### config.mk
export PLATFORM = sky130hd
export DESIGN_NAME = tick_scheduler
export DESIGN_NICKNAME = d
export VERILOG_FILES = /design/src/rtl/tick_scheduler.sv
export SDC_FILE = /design/constraint.sdc
export NUM_CORES = 1
export LEC_CHECK = 0
export CAP_MARGIN = 10
export CORE_MARGIN = 4
export CORE_UTILIZATION = 30
export DETAILED_ROUTE_END_ITERATION = 16
export PLACE_DENSITY_LB_ADDON = 0.08
export SKIP_CTS_REPAIR_TIMING = 1
export SYNTH_ARGS = -nofsm -noshare
export SYNTH_HDL_FRONTEND = slang
export SYNTH_SLANG_ARGS = --single-unit
### constraint.sdc
create_clock -name clk -period 2.55 [get_ports clk]
set_input_delay 0.3825 -clock clk [delete_from_list [all_inputs] [get_ports clk]]
set_output_delay 0.3825 -clock clk [all_outputs]
set_load 0.02 [all_outputs]
### src/rtl/tick_scheduler.sv
// Multi-channel software-timer scheduler: NCH tick-driven down-counters feeding a valid/ack event port.
// Build option TICK_SCHED_RR_EN selects round-robin arbitration; otherwise fixed priority (lowest index).
module tick_scheduler #(
    parameter int NCH   = 4,
    parameter int CNT_W = 16,
    parameter int CH_W  = 2
) (
    input  logic              clk,
    input  logic              reset,
    input  logic              tick,
    input  logic              cfg_we,
    input  logic [CH_W-1:0]   cfg_ch,
    input  logic [CNT_W-1:0]  cfg_period,
    input  logic              cfg_periodic,
    input  logic              start,
    input  logic              stop,
    output logic              irq_valid,
    output logic [CH_W-1:0]   irq_ch,
    input  logic              irq_ack,
    output logic [NCH-1:0]    active,
    output logic [NCH-1:0]    overrun
);

    // Event handshake: irq_valid/irq_ch stay stable until the cycle irq_ack is high
    // (event consumed) or the presented channel is stopped (event withdrawn).
    typedef enum logic {IDLE, PRESENT} state_e;

    state_e            state_q, state_d;
    logic [CH_W-1:0]   irq_ch_q, irq_ch_d;
    logic [CNT_W-1:0]  period_q [NCH];
    logic [CNT_W-1:0]  period_d [NCH];
    logic [CNT_W-1:0]  cnt_q [NCH];
    logic [CNT_W-1:0]  cnt_d [NCH];
    logic [NCH-1:0]    periodic_q, periodic_d;
    logic [NCH-1:0]    active_q, active_d;
    logic [NCH-1:0]    pending_q, pending_d;
    logic [NCH-1:0]    overrun_q, overrun_d;
    logic [NCH-1:0]    sel, ack_clr, expire, eligible;
    logic              grant_found;
    logic [CH_W-1:0]   grant_ch;
`ifdef TICK_SCHED_RR_EN
    logic [CH_W-1:0]   last_q, last_d;
`endif

    always_comb begin
        sel     = '0;
        ack_clr = '0;
        for (int i = 0; i < NCH; i++) begin
            sel[i]     = (cfg_ch == CH_W'(i));
            ack_clr[i] = (state_q == PRESENT) && irq_ack && (irq_ch_q == CH_W'(i));
        end
    end

    // Per-channel update: stop beats start, start beats tick; cfg_we lands after the start load.
    always_comb begin
        periodic_d = periodic_q;
        active_d   = active_q;
        pending_d  = pending_q;
        overrun_d  = overrun_q;
        expire     = '0;
        for (int i = 0; i < NCH; i++) begin
            period_d[i] = period_q[i];
            cnt_d[i]    = cnt_q[i];
            if (stop && sel[i]) begin
                active_d[i]  = 1'b0;
                pending_d[i] = 1'b0;
                overrun_d[i] = 1'b0;
            end else begin
                if (start && sel[i] && (period_q[i] != '0)) begin
                    cnt_d[i]    = period_q[i];
                    active_d[i] = 1'b1;
                end else if (tick && active_q[i]) begin
                    if (cnt_q[i] == CNT_W'(1)) begin
                        expire[i] = 1'b1;
                        if (periodic_q[i]) begin
                            cnt_d[i] = period_q[i];
                        end else begin
                            active_d[i] = 1'b0;
                        end
                    end else begin
                        cnt_d[i] = cnt_q[i] - CNT_W'(1);
                    end
                end
                if (expire[i]) begin
                    pending_d[i] = 1'b1;
                    if (pending_q[i] && !ack_clr[i]) begin
                        overrun_d[i] = 1'b1;
                    end
                end else if (ack_clr[i]) begin
                    pending_d[i] = 1'b0;
                end
            end
            if (cfg_we && sel[i]) begin
                period_d[i]   = cfg_period;
                periodic_d[i] = cfg_periodic;
            end
        end
    end

    // A channel being stopped this cycle is not eligible, so no stale event is presented.
    always_comb begin
        eligible    = pending_q & ~(stop ? sel : '0);
        grant_found = 1'b0;
        grant_ch    = '0;
`ifdef TICK_SCHED_RR_EN
        for (int k = 0; k < NCH; k++) begin
            if (!grant_found && eligible[(int'(last_q) + 1 + k) % NCH]) begin
                grant_found = 1'b1;
                grant_ch    = CH_W'((int'(last_q) + 1 + k) % NCH);
            end
        end
`else
        for (int k = NCH - 1; k >= 0; k--) begin
            if (eligible[k]) begin
                grant_found = 1'b1;
                grant_ch    = CH_W'(k);
            end
        end
`endif
    end

    always_comb begin
        state_d  = state_q;
        irq_ch_d = irq_ch_q;
`ifdef TICK_SCHED_RR_EN
        last_d   = last_q;
`endif
        case (state_q)
            IDLE: begin
                if (grant_found) begin
                    state_d  = PRESENT;
                    irq_ch_d = grant_ch;
`ifdef TICK_SCHED_RR_EN
                    last_d   = grant_ch;
`endif
                end
            end
            PRESENT: begin
                if (irq_ack || (stop && (cfg_ch == irq_ch_q))) begin
                    state_d = IDLE;
                end
            end
            default: state_d = IDLE;
        endcase
    end

    always_ff @(posedge clk) begin
        if (reset) begin
            state_q    <= IDLE;
            irq_ch_q   <= '0;
            periodic_q <= '0;
            active_q   <= '0;
            pending_q  <= '0;
            overrun_q  <= '0;
            for (int i = 0; i < NCH; i++) begin
                period_q[i] <= '0;
                cnt_q[i]    <= '0;
            end
`ifdef TICK_SCHED_RR_EN
            last_q     <= CH_W'(NCH - 1);
`endif
        end else begin
            state_q    <= state_d;
            irq_ch_q   <= irq_ch_d;
            periodic_q <= periodic_d;
            active_q   <= active_d;
            pending_q  <= pending_d;
            overrun_q  <= overrun_d;
            for (int i = 0; i < NCH; i++) begin
                period_q[i] <= period_d[i];
                cnt_q[i]    <= cnt_d[i];
            end
`ifdef TICK_SCHED_RR_EN
            last_q     <= last_d;
`endif
        end
    end

    assign irq_valid = (state_q == PRESENT);
    assign irq_ch    = irq_ch_q;
    assign active    = active_q;
    assign overrun   = overrun_q;

endmodule

**Word-level counts from Yosys, hierarchy flattened**

Memory sizes are Yosys's and may differ from the RTL's.
Index checks and enable logic that the tools add are counted.

- Flip-flop bits (word level): 19
- Memory bits (writable): 128
- Bits of input ports: 26
- Output and inout bits: 11
- Logic and storage cells: 203
- Memories: 2

- Add/sub/neg operators: 4
- Equality and inequality tests: 15
- Multiplexer cells: 87
- Bitwise logic cells: 11
- Reductions and logical operators: 66

Memories:

| memory | depth | width | read ports | clocked after Yosys merged registers in | wr ports | RTL line | text |
|---|---|---|---|---|---|---|---|
| cnt_q | 4 | 16 | 4 | 0 | 4 | 32 | `logic [CNT_W-1:0] cnt_q [NCH];` |
| period_q | 4 | 16 | 4 | 0 | 4 | 30 | `logic [CNT_W-1:0] period_q [NCH];` |

Operators with widths:

| operator | number |
|---|---|
| $mux 16 | 32 |
| $eq 16x1->1 const B | 4 |
| $reduce_bool 16->1 | 4 |
| $sub 16x1->16 const B | 4 |
| $mux 1 | 49 |
| $logic_and 1x1->1 | 30 |
| $reduce_bool 2->1 | 12 |
| $reduce_and 3->1 | 4 |
| $reduce_and 2->1 | 5 |
| $eq 2x2->1 const B | 4 |
| $mux 2 | 4 |
| $ne 2x1->1 const B | 4 |
| $or 1x1->1 | 8 |
| $reduce_or 2->1 | 4 |
| $and 4x4->4 | 1 |
| $eq 2x1->1 const B | 2 |
| $logic_not 1->1 | 4 |
| $logic_not 2->1 | 2 |
| $mux 4 | 1 |
| $not 4->4 | 1 |
| $eq 2x2->1 | 1 |
| $pmux 1 s2 | 1 |
| $logic_or 1x1->1 | 1 |
| $not 1->1 | 1 |

**Depth between registers and ports, before layout**

- Word-level depth: 10
- Mapped depth: 11
- Mapped depth without buffers: 8

**Worst setup path after synthesis**

OpenSTA, ideal clock, no wires.

- Kind: reg-to-reg
- From: memory cnt_q[3][0]
- To: memory cnt_q[3][6]
- Setup time: 0.128 ns
- Arrival: 2.387 ns
- Required time: 2.422 ns
- Setup slack: 0.035 ns
- Stages on the path, launching flop included: 8
- Buffers on the path: 0
- Period minus slack after synthesis: 2.515 ns
- Cell sequence: dfxtp_1 > ha_1 > or4b_2 > or4_4 > o21ai_4 > o21ai_0 > a222oi_1 > nor2_1

RTL lines:

| element | RTL line |
|---|---|
| from (decl) | 32 |

==> run_results.csv <==
group,metric,value,unit
outcome,run_status,"complete, no violations",
floorplan,io_pins,37,
sta,finalCritPeriodShare,0.938,
logic_synthesis,yosysUniqueCellTypes,74,
layout,finalNonFillerCells,1477,
logic_synthesis,synth_edf_count,0,
placed_design,port_buffers,36,
grt,grt_usage,0.195,
floorplan,coreArea,25100,µm²
sta,skew,0.0130,ns
critical_path,critPathSlowestCell,"or4_4",
worst_hold_path,min_from,"cnt_q[2][1]",
pwr,intPower,4.48,mW
floorplan,dieArea,28000,µm²
critical_path,cp_common_cell,"or4_4",
job,cap_violations,0,
layout,antenna_cells,0,
sta,holdWs,0.470,ns
critical_path,critPathKind,"register to register",
detailed_routing,vias_per_cell,5.47,
pwr,power_density,660,nW/µm²
clock_tree,cts_buffers,17,
pwr,power.share.clock,0.399,
logic_synthesis,synth_nets,1063,
logic_synthesis,synthesis.area,7630,µm²
critical_path,crit_chain,"or4_4, or4_4, o21ai_4, and2_4, o22a_1, nor2_1",
sta,worst_pin_slew,0.655,ns
grt,grt_first_pass_wirelength,44000,µm
clock_tree,clock-sinks,147,
grt,antenna_found_initial,0,
pwr,power_frac_comb,0.211,
grt,met2_usage,0.304,
critical_path,reg2regPathDepth,6,
grt,grt_overflow,0,
sta,relSlewSlack,0.563,
critical_path,r2r-start,"cnt_q[3][4]",
logic_synthesis,ys.flop_type,"dfxtp_1",
clock_tree,cts_tree,"yes",
sta,finalSetupViolCount,0,
grt,grt_pass1_vias,7679,
clock_tree,cts-htree-levels,4,
clock_tree,clk_latency,0.43,ns
pwr,switching_share,0.295,
pwr,power_switching,1.88,mW
grt,top_usage_layer,"met2",
placed_design,dp_cells,1443,
critical_path,arrival,2.68,ns
layout,layout-drive-gt1-share,0.138,
detailed_routing,drt-wirelength-per-cell,18.7,µm
floorplan,die_y,167,µm
floorplan,rows,58,
placed_design,hpwlAfterDp,20300,µm
pwr,pwr-share-seq,0.390,
detailed_routing,dr.pass1.iters,5,
detailed_routing,drcViolationCount,0,
grt,grt_use_met1,0.284,
floorplan,initial_core_util,0.304,
sta,final.min_clock_period,2.39,ns
logic_synthesis,synthCells,1029,
sta,hold_viol_final,0,
grt,met3_usage,0.0305,
logic_synthesis,syn_area_per_cell,7.41,µm²
detailed_routing,vias,8077,
worst_hold_path,hold_path_end,"cnt_q[2][1]",
clock_tree,path_clk_slew,0.06,ns
worst_hold_path,worstHoldPathCells,2,
critical_path,r2r_end,"cnt_q[3][9]",
sta,rsz0062_at_grt,"no",
critical_path,endpoint_kind,"register",
critical_path,path_max_fanout,11,
critical_path,critPathLaunchType,"register",
pwr,leakage,3.46,nW
sta,maxSlewViolCount,0,
detailed_routing,wl,27700,µm
clock_tree,clock_path_buffers,2,
critical_path,crit_required,2.84,ns
critical_path,reg2reg_slack,0.16,ns
placed_design,gp_congestion,0.909,
floorplan,chipWidth,167,µm
worst_hold_path,hold_class,"register to register",
grt,grt_max_degree,129,
logic_synthesis,async_flop_share,0,
critical_path,cp_slowest_stage_delay,0.61,ns
clock_tree,root_buffer,"clkbuf_16",
sta,timing.fmax,418,MHz
layout,nets,1169,
detailed_routing,ant_nets,0,
logic_synthesis,yosysSeqAreaShare,0.386,
logic_synthesis,ys_ff_latch,147,
logic_synthesis,yosysWarnings,0,
detailed_routing,drtIter0Drc,708,
layout,area_growth,26.2,%
pwr,max-vdd-ir-drop,0.268,mV
-- worst max-delay path by stage --
stage	startpoint	slack, ns	cells after the start	endpoint
final	cnt_q[3][4]	0.16	6	cnt_q[3][9]
after global routing	cnt_q[1][1]	0.05	10	cnt_q[1][3]
after detailed placement	cfg_ch[1]	-0.03	8	cnt_q[0][6]
after CTS	cnt_q[3][1]	-0.006	8	cnt_q[3][6]
after floorplan	cnt_q[3][0]	0.04	7	cnt_q[3][6]
after global placement	cnt_q[3][1]	-0.02	8	cnt_q[3][6]
-- cell usage after synthesis, drive strengths merged, types with 2 or more instances --
cell type | n | area (µm²)
a21boi | 2 | 15.0
nor4 | 41 | 278
xnor2 | 2 | 17.5
nand3b | 4 | 30.0
o21ai | 38 | 205
o21a | 5 | 37.5
a21oi | 146 | 734
a31oi | 18 | 113
nor2 | 72 | 270
nand2 | 220 | 828
ha | 8 | 100
o32ai | 18 | 158
dfxtp | 147 | 2940
or3b | 2 | 17.5
or3 | 5 | 31.3
a32oi | 13 | 114
o31ai | 5 | 42.5
and4 | 4 | 35.0
a41oi | 2 | 17.5
a22o | 2 | 17.5
nand4 | 8 | 50.1
o31a | 2 | 17.5
nand2b | 4 | 25.0
o211ai | 15 | 113
a32o | 2 | 20.0
a22oi | 8 | 60.1
nand4b | 2 | 17.5
o2111ai | 4 | 35.0
o22a | 2 | 17.5
nor3 | 28 | 140
nor2b | 3 | 18.8
buf | 11 | 70.1
nor4b | 2 | 17.5
and3 | 9 | 56.3
o311ai | 8 | 70.1
clkbuf | 47 | 176
inv | 25 | 93.8
nand3 | 44 | 220
or4b | 2 | 20.0
nor3b | 2 | 15.0
a221o | 3 | 30.0
and2 | 16 | 103
or4 | 11 | 90.1
-- metal layers --
metal,vias up,part of all wire,wire (µm)
met5,-,0,0
met4,0,0.015,403
met3,25,0.049,1370
met2,234,0.45,12500
met1,3818,0.48,13400
li1,4000,-,-
-- cell families (layout without fill, tap and decap cells) --
logic type / count (synthesis) / in the layout / share of synthesized area
AND/OR/NAND/NOR: 480 / 480 / 0.298
AO/OA/AOI/OAI: 306 / 306 / 0.253
flip-flops: 147 / 147 / 0.386
buffers and inverters: 84 / 202 / 0.0451
adder cells (fa/ha/maj): 8 / 8 / 0.0131
XOR/XNOR: 2 / 2 / 0.00230
multiplexers: 2 / 2 / 0.00279
-- layout make-up --
| type | count | area (µm²) |
|---|---|---|
| sequential | 147 | 2940 |
| tap | 330 | 413 |
| fill | 2687 | 15500 |
| multi-input combinational | 798 | 4350 |
| clock buffer | 23 | 488 |
| inverter | 26 | 97.6 |
| timing repair buffer | 145 | 1230 |
| clock inverter | 8 | 101 |
-- sequential cells by signal, indices dropped and copies added (netlist names) --
register	cells
irq_valid	1
periodic_q	4
overrun	4
pending_q	4
period_q	64
active	4
irq_ch	2
cnt_q	64
-- critical path: cells and delay by family, from the launching register on --
| family | cells | cell delay, ns |
|---|---|---|
| DFF | 1 | 0.31 |
| AOI/OAI and AO/OA | 2 | 0.42 |
| and+or+nand+nor | 4 | 1.53 |
-- power by group through the flow --
stage                     Clock [mW]  Sequential (mW)  Combinational [mW]
final                           2.54             2.47                1.34
after floorplan                    0             2.50               0.825
after CTS                       2.60             2.47                1.33
after detailed placement           0             2.52                1.32
after global routing            2.70             2.48                1.49
after global placement             0             2.53                1.33
-- layout by cell type (no fill, tap or decap), types with 5 or more instances in the layout --
master / netlist / layout
nand2_1: 219 / 218
a22oi_1: 8 / 8
buf_4: 0 / 105
a32oi_1: 13 / 13
and2_1: 14 / 13
o311ai_0: 8 / 8
nor4_1: 39 / 39
clkbuf_16: 0 / 17
inv_1: 25 / 25
a21oi_1: 145 / 145
and3_1: 9 / 9
nand3_1: 44 / 44
o21a_1: 5 / 5
or4_1: 9 / 9
o32ai_1: 18 / 18
nand4_1: 8 / 8
clkdlybuf4s50_1: 0 / 35
o211ai_1: 15 / 15
nor2_1: 72 / 72
or3_1: 5 / 5
o21ai_1: 3 / 5
nor3_1: 28 / 28
a31oi_1: 18 / 18
o21ai_0: 33 / 31
dfxtp_1: 147 / 147
ha_1: 8 / 8
-- through the flow --
step	power (mW)	util	worst slack, ns	area (µm²)	setup TNS (ns)
global placement	3.86	0.358	-0.0164	9000	-0.0164
floorplan	3.33	-	0.0351	7630	0
finish	6.35	0.383	0.159	9620	0
detailed placement	3.84	0.358	-0.0333	9000	-0.150
global route	6.67	0.383	0.0479	9620	0
CTS	6.40	0.382	-0.00644	9590	-0.00644
No activity file was read; power rests on OpenSTA's default activity.
